==> src/rtl/uart_tx_cfg.sv <==
// Parametrised UART transmitter: start, DATA_W data bits (LSB first), optional parity, 1-2 stop bits.
// Bit timing comes from a clock-enable bit timer in the clk domain; the next frame may be accepted in the last stop cycle.
//
//  state   | meaning
//  --------+-------------------------------------------------------------
//  S_IDLE  | line high, ready for a word
//  S_START | start bit (low) for D cycles
//  S_DATA  | data bits, shreg[0] on the line, shift right after each bit
//  S_PAR   | parity bit (never entered when PARITY = 0)
//  S_STOP  | stop bit(s), high; last cycle may accept the next word
module uart_tx_cfg #(
  parameter int DATA_W    = 8,
  parameter int PARITY    = 0,
  parameter int STOP_BITS = 1,
  parameter int DIV_W     = 16
) (
  input  logic              clk,
  input  logic              rst,
  input  logic [DIV_W-1:0]  baud_div,
  input  logic [DATA_W-1:0] tx_data,
  input  logic              tx_valid,
  output logic              tx_ready,
  output logic              tx,
  output logic              busy
);

  typedef enum logic [2:0] {S_IDLE, S_START, S_DATA, S_PAR, S_STOP} state_t;

  localparam logic [3:0] BIT_LAST  = 4'(DATA_W - 1);
  localparam logic       STOP_LAST = 1'(STOP_BITS - 1);

  state_t              state, state_n;
  logic [DIV_W-1:0]    timer, timer_n;
  logic [DIV_W-1:0]    div_q, div_n;
  logic [DATA_W-1:0]   shreg, shreg_n;
  logic                par_q, par_n;
  logic [3:0]          bit_cnt, bit_n;
  logic                stop_cnt, stop_n;
  logic                tx_n;
  logic                last_tick;
  logic                last_stop;
  logic                accept;

  assign last_tick = (timer == div_q);
  assign last_stop = (state == S_STOP) && last_tick && (stop_cnt == STOP_LAST);
  assign tx_ready  = (state == S_IDLE) || last_stop;
  assign busy      = (state != S_IDLE);
  assign accept    = tx_valid && tx_ready;

  always_comb begin
    state_n = state;
    timer_n = timer + 1'b1;
    div_n   = div_q;
    shreg_n = shreg;
    par_n   = par_q;
    bit_n   = bit_cnt;
    stop_n  = stop_cnt;

    case (state)
      S_IDLE: timer_n = '0;
      S_START: begin
        if (last_tick) begin
          timer_n = '0;
          bit_n   = '0;
          state_n = S_DATA;
        end
      end
      S_DATA: begin
        if (last_tick) begin
          timer_n = '0;
          shreg_n = shreg >> 1;
          bit_n   = bit_cnt + 1'b1;
          if (bit_cnt == BIT_LAST) begin
            stop_n  = 1'b0;
            state_n = (PARITY != 0) ? S_PAR : S_STOP;
          end
        end
      end
      S_PAR: begin
        if (last_tick) begin
          timer_n = '0;
          stop_n  = 1'b0;
          state_n = S_STOP;
        end
      end
      S_STOP: begin
        if (last_tick) begin
          timer_n = '0;
          if (stop_cnt == STOP_LAST) state_n = S_IDLE;
          else                       stop_n  = stop_cnt + 1'b1;
        end
      end
      default: state_n = S_IDLE;
    endcase

    // A handshake (idle or last stop cycle) overrides the above and starts a fresh frame
    if (accept) begin
      state_n = S_START;
      timer_n = '0;
      div_n   = baud_div;
      shreg_n = tx_data;
      par_n   = (PARITY == 1) ? ~^tx_data : ^tx_data;
    end

    case (state_n)
      S_START: tx_n = 1'b0;
      S_DATA:  tx_n = shreg_n[0];
      S_PAR:   tx_n = par_n;
      default: tx_n = 1'b1;
    endcase
  end

  always_ff @(posedge clk or posedge rst) begin
    if (rst) begin
      state    <= S_IDLE;
      timer    <= '0;
      div_q    <= '0;
      shreg    <= '0;
      par_q    <= 1'b0;
      bit_cnt  <= '0;
      stop_cnt <= 1'b0;
      tx       <= 1'b1;
    end else begin
      state    <= state_n;
      timer    <= timer_n;
      div_q    <= div_n;
      shreg    <= shreg_n;
      par_q    <= par_n;
      bit_cnt  <= bit_n;
      stop_cnt <= stop_n;
      tx       <= tx_n;
    end
  end

endmodule

==> config.mk <==
export PLATFORM = sky130hd
export DESIGN_NAME = uart_tx_cfg
export DESIGN_NICKNAME = d
export VERILOG_FILES = /design/src/rtl/uart_tx_cfg.sv
export SDC_FILE = /design/constraint.sdc
export NUM_CORES = 1
export LEC_CHECK = 0
export ABC_AREA = 1
export CAP_MARGIN = 20
export CORE_ASPECT_RATIO = 1.25
export CORE_MARGIN = 2
export CORE_UTILIZATION = 56
export CTS_CLUSTER_SIZE = 10
export DETAILED_ROUTE_END_ITERATION = 10
export HOLD_SLACK_MARGIN = 0.15
export PLACE_DENSITY = 0.8
export RECOVER_POWER = 50
export SLEW_MARGIN = 10
export SYNTH_ARGS = -nofsm -noshare
export SYNTH_HDL_FRONTEND = slang
export SYNTH_SLANG_ARGS = --single-unit
==> constraint.sdc <==
create_clock -name clk -period 2.1 [get_ports clk]
set_input_delay 0.315 -clock clk [delete_from_list [all_inputs] [get_ports clk]]
set_output_delay 0.315 -clock clk [all_outputs]
set_load 0.1 [all_outputs]
## Word level (Yosys, flattened, before mapping)

Cells that the tools add are included.

- Register bits after elaboration: 50
- Output and inout bits: 3

- Add/sub/neg operators: 3
- Equality and inequality tests: 14
- Multiplexer cells: 25
- Bitwise operators: 1
- Reductions and logical operators: 15

Operator list:

| kind | count |
|---|---|
| $mux 16 | 2 |
| $pmux 16 s2 | 1 |
| $mux 8 | 3 |
| $mux 3 | 7 |
| $add 16x1->16 const B | 1 |
| $eq 16x16->1 | 1 |
| $pmux 3 s5 | 1 |
| $eq 3x2->1 const B | 4 |
| $ne 2x2->1 const B | 5 |
| $mux 4 | 2 |
| $pmux 4 s2 | 1 |
| $reduce_xor 8->1 | 1 |
| $eq 3x1->1 const B | 2 |
| $mux 1 | 6 |
| $pmux 1 s3 | 2 |
| $reduce_bool 2->1 | 3 |
| $reduce_bool 3->1 | 2 |
| $reduce_and 5->1 | 1 |
| $add 4x1->4 const B | 1 |
| $eq 4x3->1 const B | 1 |
| $reduce_or 4->1 | 1 |
| $eq 3x3->1 const B | 1 |
| $logic_and 1x1->1 | 3 |
| $logic_not 3->1 | 1 |
| other kinds (5) | 5 |

## Longest topological paths before layout

Gate-level depths: netlist of run 1.

- Depth after elaboration: 8
- Gate-level depth with buffers: 14
- Depth with buffers taken out: 13

## Least setup slack after synthesis of run 1

No wires, ideal clock.

- Kind: register to output
- Start: reg timer[9]
- End: out tx_ready
- Arrival time: 1.718 ns
- Required time: 1.785 ns
- Path slack: 0.067 ns
- Cell stages (with the launch flop): 11
- Buffers on the path: 0
- Path through: dfrtp_1 inv_2 nand2_1 nand2_1 nor2_1 nand2_1 nor2_4 nand2_2 nand2_4 nand2_1 inv_1

- Word-level cells in the longest chain between the ends: 4

RTL lines:

| what | line | source |
|---|---|---|
| start, declared | 33 | `logic [DIV_W-1:0] timer, timer_n;` |
| start signal, assigned | 125 | `timer <= timer_n;` |
| $eq 16x16->1 | 44 | `assign last_tick = (timer == div_q);` |
| $logic_and 1x1->1 (2 in a row) | 45 | `assign last_stop = (state == S_STOP) && last_tick && (stop_cnt == STOP_LAST);` |
| $logic_or 1x1->1 | 46 | `assign tx_ready = (state == S_IDLE) \|\| last_stop;` |
| end, declared | 22 | `output logic tx_ready,` |

Every way passes these cells.

## Final worst setup path of run 1

- Start: reg timer[3]
- End: out tx_ready

The elaborated chain is that of the path after synthesis.

==> reports/qor.csv, run 1 <==
stage,metric,value,unit
synthesis,dominant cell by count in the synthesized netlist,nand2_1,
clock_network,hold buffer count at cts,0,
synthesis,synthesized area per cell,7.55,sq um
final_layout,antenna diode instance count,0,
synthesis,Mapped Cells,349,
timing,final clock period utilization by the worst path,0.968,
clock_network,clock sink count,49,
worst_setup_path,CP Capture Type,output pin,
synthesis,sequential element share of the synthesized area,0.466,
worst_setup_path,worst setup path category,reg2out,
timing,measured slew at the worst slew-check pin,1.20,ns
clock_network,H-tree level count,2,
clock_network,CTS Buf Count,5,
global_route,pin count of the biggest net entering global routing,50,
clock_network,CTS tree,yes,
routing,average wire per standard cell,12.1,um
timing,aggregate negative setup slack,0,ns
worst_setup_path,CP Launch Point,timer[3]$_DFF_PP0_,
clock_network,clock latency at the later pin of the worst-skew pair,0.29,ns
routing,mean number of vias per cell,5.02,
synthesis,number of distinct standard cells referenced by the synthesized netlist,31,
placement,DP HPWL,3.84,mm
worst_setup_path,setup slack on the worst flop-to-flop path,0.09,ns
timing,unrepaired setup endpoints after global routing,true,
floorplan,ports placed on the boundary,30,
timing,Final setup violation count,0,
global_route,number of antenna violations at the first check in global routing,0,
worst_setup_path,Critical Path RT,1.78,ns
synthesis,cell types with the highest counts after synthesis,"126 x nand2_1, 48 x dfrtp_1, 45 x inv_1",
global_route,vias in the first global route,2153,
worst_setup_path,startpoint class of the critical path,flip-flop,
synthesis,top cell type by total area after synthesis,dfrtp_1,
clock_network,deepest clock path buffer count,2,
synthesis,fraction of registers with async set/reset,1.00,
worst_setup_path,reg-to-reg endpoint,timer[12]$_DFF_PP0_,
routing,drt total wl,5.51,mm
floorplan,floorplan die height,80.7,um
global_route,global-route total usage across every layer,0.224,
worst_setup_path,worst setup path endpoint,tx_ready,
global_route,remaining global-route overflow,0,
pwr,power density of the placed cells,1070,nW/um^2
synthesis,Synth top area share,0.456,
worst_setup_path,worst-path maximum fanout,4,
worst_setup_path,length in cells of the worst reg-to-reg path,10,
synthesis,Seq cells post-synth,49,
floorplan,width of the die,65.4,um
status,outcome,completed,
hold_path,class of the worst hold path,reg2reg,
timing,final critical delay including setup and external delays,2.03,ns
synthesis,net count of the mapped netlist,378,
timing,Final Hold Viols,0,
timing,final clock skew,0.00544,ns
pwr,largest voltage drop on the vdd net,0.000719,V
pwr,"Power, Total",0.00346,W
timing,final worst hold slack,0.477,ns
floorplan,Cell Rows,27,
final_layout,area overhead of the layout relative to synthesis,22.9,%
worst_setup_path,startpoint of the most critical register-to-register path,timer[0]$_DFF_PP0_,
clock_network,Root Buffer Master,clkbuf_8,
synthesis,count of flip-flops with a built-in enable after synthesis,0,
clock_network,clock transition at the registers of the reported paths,0.08,ns
pwr,total leakage power,1.63,nW
routing,number of DRC violations after detailed-routing iteration 0,131,
floorplan,initial cell density of the core,0.591,
synthesis,biggest area contributors in the synthesized netlist,"dfrtp_1 46%, nand2_1 18%, inv_1 6.4%",
placement,Port Buffers,29,
timing,Slew Limit Headroom,0.203,
routing,ANT nets after route,0,
synthesis,Ys Warns,0,
placement,RD Place Congestion,0.925,
final_layout,count of fill cells added during filler insertion,343,
synthesis,dominant synthesized flop cell,dfrtp_1,
final_layout,layout cells sized above 1,0.163,
timing,top achievable clock speed,0.492,GHz
routing,number of remaining DRC errors,0,
synthesis,cell area after synthesis,2640,sq um
floorplan,area inside the core boundary,4460,sq um
worst_setup_path,"Arr. time, crit path",1.72,ns
routing,vias after detailed routing,2296,
floorplan,die footprint,5270,sq um
timing,final count of pins violating max slew,0,
final_layout,Nets,428,
routing,number of detailed-routing iterations run before antenna repair,4,
run,number of max-cap violations,0,
global_route,first-pass GRT wire length,9.14,mm
==> per-stage QoR <==
step / setup slack (ns) / cells / area (sq um) / utilization
3_3_place_gp: 0.222 / 438 / 3030 / 0.680
5_1_grt: -0.0551 / 457 / 3240 / 0.726
4_1_cts: 0.00882 / 451 / 3170 / 0.712
3_5_place_dp: 0.191 / 438 / 3030 / 0.680
2_1_floorplan: 0.0668 / 349 / 2640 / -
6_report: 0.0667 / 457 / 3240 / 0.726
==> worst max-delay path, cell delays in order, from the launching register on <==
cell,delay (ns)
dfrtp_1,0.40
inv_1,0.09
nand2_1,0.07
nand2_1,0.07
nor2_2,0.13
nand2_2,0.08
nor2_4,0.11
nand2_4,0.08
nand2_4,0.08
nand2_4,0.06
inv_4,0.08
buf_12,0.16
==> cells by family (layout without fill, tap and decap cells) <==
logic type                 Yosys count  in the layout  share of synthesized area
adders and majority gates            2              2                    0.00950
xor gates and xnor gates            15             15                     0.0499
buffers and inverters               55            105                     0.0893
and+or+nand+nor                    201            201                      0.321
DFF                                 49             49                      0.466
AOI/OAI and AO/OA                   27             27                     0.0641
==> worst min-delay path by stage <==
| stage | start | end | slack, ns | depth (start not counted) |
|---|---|---|---|---|
| floorplan | baud_div[13] | div_q[13]$_DFFE_PP0N_ | 0.42 | 2 |
| global placement | shreg[7]$_DFFE_PP0P_ | shreg[7]$_DFFE_PP0P_ | 0.46 | 2 |
| detailed placement | shreg[7]$_DFFE_PP0P_ | shreg[7]$_DFFE_PP0P_ | 0.46 | 2 |
| CTS | rst | shreg[0]$_DFF_PP0_ | 0.38 | 3 |
| global route | shreg[7]$_DFFE_PP0P_ | shreg[7]$_DFFE_PP0P_ | 0.51 | 2 |
| finish | shreg[7]$_DFFE_PP0P_ | shreg[7]$_DFFE_PP0P_ | 0.48 | 2 |
==> layout by cell type (no fill, tap or decap), types with 4 or more instances in the layout <==
cell type / netlist / final
nand2_1: 126 / 122
dfrtp_1: 48 / 46
inv_1: 45 / 40
nor2_1: 37 / 31
clkdlybuf4s50_1: 0 / 25
nand3_1: 21 / 21
buf_4: 2 / 18
o21ai_0: 14 / 14
xor2_1: 9 / 9
inv_2: 4 / 7
nor2_2: 2 / 7
o21ai_2: 7 / 7
xnor2_1: 6 / 6
clkbuf_8: 0 / 6
nor3_1: 4 / 4
==> report_power, final <==
group / total, W / internal, W / switching (W)
clock network: 0.000550 / 0.000262 / 0.000288
registers: 0.00146 / 0.00126 / 0.000201
logic: 0.00145 / 0.000579 / 0.000872
total: 0.00346 / 0.00210 / 0.00136
==> registers in the layout (all words and copies together) (netlist names) <==
signal / flops
div_q: 16
timer: 16
shreg: 8
bit_cnt: 4
state: 3
par_q: 1
tx: 1
==> final cells by class <==
type / count / area, sq um / area share
sequential: 49 / 1230 / 0.380
multi-input combinational: 245 / 1210 / 0.374
timing repair buffer: 48 / 445 / 0.138
clock buffer: 7 / 86.3 / 0.0267
inverter: 50 / 191 / 0.0591
tap: 58 / 72.6 / 0.0224
==> timing repair <==
| item | in CTS | in global routing |
|---|---|---|
| endpoints found under the setup margin | 1 | 18 |
| resized for setup | 4 | 16 |
| pin swaps | 3 | 7 |
| gates cloned | 0 | 0 |
| buffers inserted | 6 | 6 |
==> metal layers <==
| layer | global-route usage | vias up | share of wire |
|---|---|---|---|
| li1 | - | 1165 | - |
| met1 | 0.278 | 1068 | 0.44 |
| met2 | 0.391 | 55 | 0.51 |
| met3 | 0.0406 | 8 | 0.040 |
| met4 | 0.0750 | 0 | 0.0091 |
| met5 | 0 | - | 0 |
(Power assumes the default switching activity.)
==> inputs of run 2 (changes only) <==
CORE_UTILIZATION = 60   (was 56)
DONT_BUFFER_PORTS = 1   (was not set)
PLACE_DENSITY = 0.76   (was 0.8)
==> reports/qor.csv, run 2 (synthesis results as in run 1) <==
stage,metric,value,unit
final_layout,antenna diode instance count,0,
clock_network,H-tree level count,2,
worst_setup_path,worst-path maximum fanout,4,
routing,met2 wirelength from detailed routing,3.37,mm
routing,wire length on met1,2.49,mm
status,outcome,completed,
worst_setup_path,worst setup path category,reg2out,
global_route,first-pass GRT wire length,10.3,mm
worst_setup_path,setup slack on the worst flop-to-flop path,0.13,ns
clock_network,CTS Buf Count,5,
final_layout,area overhead of the layout relative to synthesis,25.2,%
global_route,pin count of the biggest net entering global routing,33,
hold_path,instance count along the most critical hold path,2,
floorplan,die footprint,4940,sq um
floorplan,ports placed on the boundary,30,
floorplan,Cell Rows,26,
run,number of max-cap violations,0,
hold_path,endpoint of the worst hold path,div_q[5]$_DFFE_PP0N_,
final_layout,Nets,430,
routing,number of detailed-routing iterations run before antenna repair,4,
timing,final clock skew,0.00406,ns
timing,final critical delay including setup and external delays,2.05,ns
clock_network,clock sink count,49,
pwr,"Power, Total",0.00357,W
worst_setup_path,reg-to-reg endpoint,shreg[2]$_DFFE_PP0P_,
final_layout,"Core Util, Final",0.792,
timing,measured slew at the worst slew-check pin,1.33,ns
placement,RD Place Congestion,0.843,
clock_network,clock transition at the registers of the reported paths,0.08,ns
pwr,total leakage power,1.67,nW
floorplan,initial cell density of the core,0.633,
global_route,global-route total usage across every layer,0.268,
routing,number of DRC violations after detailed-routing iteration 0,153,
placement,DP HPWL,3.91,mm
routing,mean number of vias per cell,5.19,
timing,Slew Limit Headroom,0.111,
floorplan,area inside the core boundary,4160,sq um
clock_network,Root Buffer Master,clkbuf_8,
worst_setup_path,startpoint class of the critical path,flip-flop,
timing,unrepaired setup endpoints after global routing,true,
timing,final count of pins violating max slew,0,
final_layout,post-route cell area,3300,sq um
routing,number of remaining DRC errors,0,
worst_setup_path,"Arr. time, crit path",1.74,ns
timing,Final Hold Viols,0,
global_route,remaining global-route overflow,0,
placement,total placed instance area,2770,sq um
worst_setup_path,Critical Path RT,1.78,ns
hold_path,class of the worst hold path,in2reg,
floorplan,width of the die,63.3,um
routing,ANT nets after route,0,
routing,amount of wire on met3 after detailed routing,239,um
worst_setup_path,length in cells of the worst reg-to-reg path,14,
worst_setup_path,CP Capture Type,output pin,
clock_network,deepest clock path buffer count,2,
hold_path,Hold Startpoint,baud_div[5],
clock_network,clock latency at the later pin of the worst-skew pair,0.31,ns
floorplan,floorplan die height,78.1,um
clock_network,CTS tree,yes,
timing,aggregate negative setup slack,0,ns
routing,average wire per standard cell,13.6,um
timing,Final setup violation count,0,
routing,uppermost layer routed,met4,
placement,Port Buffers,0,
pwr,power density of the placed cells,1080,nW/um^2
routing,vias after detailed routing,2379,
pwr,largest voltage drop on the vdd net,0.000587,V
final_layout,highest-count cells in the layout ignoring fill and taps,"119 x nand2_1, 47 x dfrtp_1, 41 x inv_1",
timing,final clock period utilization by the worst path,0.977,
final_layout,count of fill cells added during filler insertion,307,
timing,top achievable clock speed,0.487,GHz
global_route,number of antenna violations at the first check in global routing,0,
timing,final worst hold slack,0.164,ns
final_layout,"most common cell after layout, fill and taps aside",nand2_1,
routing,drt total wl,6.21,mm
worst_setup_path,startpoint of the most critical register-to-register path,timer[1]$_DFF_PP0_,
global_route,vias in the first global route,2401,
final_layout,largest registers,"div_q x16, timer x16, shreg x8",
final_layout,layout cells sized above 1,0.182,
==> run 2: changes by cell type in the layout (fill, tap and decap cells not counted), sizes merged <==
| cell | previous run | this run |
|---|---|---|
| clkinv | 2 | 1 |
| inv | 48 | 50 |
| clkbuf | 9 | 7 |
| dlygate4sd3 | 1 | 21 |
| clkdlybuf4s50 | 25 | 0 |
| buf | 20 | 29 |
==> run 2: worst max-delay path: stages, from the launching register on <==
cell	delay (ns)
dfrtp_1	0.40
inv_1	0.08
nand2_1	0.06
nand2_1	0.05
nor2_1	0.16
nand2_2	0.09
nor2_4	0.15
nand2_4	0.08
nand2_4	0.07
nand2_4	0.05
inv_4	0.08
buf_12	0.16
==> run 2: layout make-up <==
type / instances / area (sq um) / area share
Sequential cell: 49 / 1230 / 0.373
Clock inverter: 1 / 5.00 / 0.00152
Inverter: 50 / 193 / 0.0584
Timing Repair Buffer: 50 / 478 / 0.145
Clock buffer: 7 / 96.3 / 0.0292
Multi-Input combinational cell: 245 / 1230 / 0.372
Tap cell: 56 / 70.1 / 0.0212
==> run 2: worst max-delay path by stage <==
stage,cells past startpoint,slack (ns),startpoint,end
4_1_cts,10,0.01,div_q[13]$_DFFE_PP0N_,tx_ready
5_1_grt,11,-0.06,timer[0]$_DFF_PP0_,tx_ready
3_5_place_dp,11,0.15,div_q[13]$_DFFE_PP0N_,timer[6]$_DFF_PP0_
3_3_place_gp,12,0.18,timer[4]$_DFF_PP0_,timer[8]$_DFF_PP0_
6_report,11,0.05,timer[1]$_DFF_PP0_,tx_ready
2_1_floorplan,10,0.07,timer[9]$_DFF_PP0_,tx_ready
==> run 2: metrics by stage <==
| step | worst slack, ns | cells |
|---|---|---|
| floorplan | 0.0668 | 349 |
| finish | 0.0478 | 458 |
| detailed placement | 0.148 | 408 |
| global route | -0.0568 | 458 |
| CTS | 0.0114 | 446 |
| global placement | 0.178 | 408 |
==> run 2: repair_timing <==
action | in CTS | in global routing
gates resized for setup | 4 | 19
hold endpoints to repair | 50 | 0
buffers inserted | 9 | 12
hold buffers | 21 | 0
pin swaps | 5 | 10
setup endpoints to repair | 1 | 31
==> run 2: power by group <==
group	switching (W)	internal, W	total, W
Combinational	0.000876	0.000590	0.00147
Clock	0.000316	0.000298	0.000615
Sequential	0.000234	0.00125	0.00149
==> run 2: layer usage <==
layer	up-vias	GRT usage
li1	1173	-
met2	57	0.489
met4	0	0.109
met1	1140	0.316
met5	-	0
met3	9	0.0387
==> inputs of run 3 (changes only) <==
SKIP_CTS_REPAIR_TIMING = 1   (was not set)
==> reports/qor.csv, run 3 (synthesis results as in run 1) <==
stage,metric,value,unit
global_route,pin count of the biggest net entering global routing,33,
pwr,relative contribution of the clock network to total power,0.175,
hold_path,class of the worst hold path,in2reg,
floorplan,die footprint,4940,sq um
timing,final worst hold slack,0.135,ns
global_route,number of antenna violations at the first check in global routing,0,
final_layout,sequential cell area,1230,sq um
placement,RD Place Congestion,0.843,
global_route,global-route total usage across every layer,0.242,
timing,Final setup violation count,0,
final_layout,layout cells sized above 1,0.163,
timing,measured slew at the worst slew-check pin,1.33,ns
pwr,share of total power in sequential cells,0.419,
clock_network,clock latency at the later pin of the worst-skew pair,0.31,ns
final_layout,highest-count cells in the layout ignoring fill and taps,"123 x nand2_1, 46 x dfrtp_1, 43 x inv_1",
final_layout,"most common cell after layout, fill and taps aside",nand2_1,
routing,drt total wl,5.92,mm
worst_setup_path,worst setup path category,reg2out,
pwr,net switching power,0.00140,W
routing,vias after detailed routing,2264,
global_route,first-pass GRT wire length,9.31,mm
placement,Port Buffers,0,
pwr,total leakage power,1.60,nW
timing,Slew Limit Headroom,0.112,
routing,number of DRC violations after detailed-routing iteration 0,118,
floorplan,ports placed on the boundary,30,
status,outcome,completed,
routing,number of remaining DRC errors,0,
final_layout,count of fill cells added during filler insertion,329,
floorplan,initial cell density of the core,0.633,
pwr,largest voltage drop on the vdd net,0.000588,V
timing,unrepaired setup endpoints after global routing,true,
clock_network,clock sink count,49,
worst_setup_path,"Arr. time, crit path",1.77,ns
timing,Final Hold Viols,0,
timing,final count of pins violating max slew,0,
pwr,power density of the placed cells,1130,nW/um^2
final_layout,area overhead of the layout relative to synthesis,19.3,%
final_layout,antenna diode instance count,0,
pwr,internal power contribution,0.00214,W
placement,Post-Place Worst Slack,0.148,ns
pwr,switching portion of total power,0.397,
final_layout,Nets,415,
global_route,remaining global-route overflow,0,
worst_setup_path,CP Capture Type,output pin,
timing,final clock skew,0.00297,ns
run,number of max-cap violations,0,
placement,DP HPWL,3.91,mm
routing,mean number of vias per cell,5.11,
routing,number of detailed-routing iterations run before antenna repair,4,
timing,final setup margin,0.0142,ns
timing,final critical delay including setup and external delays,2.09,ns
floorplan,floorplan die height,78.1,um
clock_network,H-tree level count,2,
clock_network,CTS tree,yes,
clock_network,CTS Buf Count,5,
timing,aggregate negative setup slack,0,ns
floorplan,area inside the core boundary,4160,sq um
final_layout,largest registers,"div_q x16, timer x16, shreg x8",
routing,ANT nets after route,0,
floorplan,Cell Rows,26,
worst_setup_path,startpoint class of the critical path,flip-flop,
worst_setup_path,Critical Path RT,1.78,ns
worst_setup_path,worst-path maximum fanout,4,
global_route,vias in the first global route,2222,
clock_network,deepest clock path buffer count,2,
floorplan,width of the die,63.3,um
pwr,combinational group share of total power,0.406,
clock_network,Root Buffer Master,clkbuf_8,
final_layout,Multi-input gate area,1210,sq um
timing,final clock period utilization by the worst path,0.993,
timing,top achievable clock speed,0.479,GHz
clock_network,clock transition at the registers of the reported paths,0.09,ns
routing,average wire per standard cell,13.4,um
-- run 3: cell types whose count changed in the layout (fill, tap and decap cells not counted), moves of 2 or more --
| cell | previous run | this run |
|---|---|---|
| inv_2 | 7 | 5 |
| buf_4 | 25 | 20 |
| nand2_2 | 6 | 2 |
| nand2_1 | 119 | 123 |
| inv_1 | 41 | 43 |
| dlygate4sd3_1 | 21 | 11 |
-- run 3: critical path, stage by stage (launching register included) --
cell     delay [ns]
dfrtp_1        0.41
inv_1          0.08
nand2_1        0.07
nand2_1        0.06
nor2_1         0.10
nand2_1        0.09
nor2_4         0.17
nand2_4        0.08
nand2_4        0.09
nand2_4        0.06
inv_4          0.08
buf_12         0.16
-- run 3: power groups by stage --
stage | registers [W] | clock network [W] | logic (W)
4_1_cts | 0.00148 | 0.000625 | 0.00124
3_3_place_gp | 0.00149 | 0 | 0.00118
6_report | 0.00148 | 0.000618 | 0.00144
2_1_floorplan | 0.00144 | 0 | 0.000981
3_5_place_dp | 0.00149 | 0 | 0.00123
5_1_grt | 0.00152 | 0.000656 | 0.00163
-- run 3: final timing paths --
path | startpoint | end | slack, ns | cells past startpoint
setup / recovery | timer[2]$_DFF_PP0_ | tx_ready | 0.01 | 11
hold / removal | baud_div[6] | div_q[6]$_DFFE_PP0N_ | 0.13 | 2
setup reg to reg | timer[2]$_DFF_PP0_ | timer[2]$_DFF_PP0_ | 0.13 | 13
hold reg to reg | shreg[7]$_DFFE_PP0P_ | shreg[7]$_DFFE_PP0P_ | 0.49 | 2
max in group asynchronous | rst | timer[9]$_DFF_PP0_ | 0.40 | 2
min in group asynchronous | rst | div_q[1]$_DFFE_PP0N_ | 0.82 | 2
-- run 3: layout make-up --
cell class	count	area share
sequential	49	0.391
multi-input combinational	245	0.384
timing repair buffer	35	0.108
inverter	50	0.0621
clock inverter	1	0.00159
tap	56	0.0223
clock buffer	7	0.0306
-- run 3: metrics by stage --
stage                     cells  total power (W)   util  cell area, sq um
after CTS                   416          0.00335  0.689              2870
after detailed placement    408          0.00272  0.665              2770
after global routing        443          0.00381  0.755              3140
after global placement      408          0.00267  0.665              2770
after floorplan             349          0.00242      -              2640
final                       443          0.00354  0.755              3140
-- run 3: routing by layer --
layer  global-route usage  vias to the layer above  part of all wire
met2                0.433                       38              0.53
li1                     -                     1139                 -
met1                0.284                     1076              0.42
met5                    0                        -                 0
met4                0.102                        0             0.020
met3               0.0444                       11             0.027
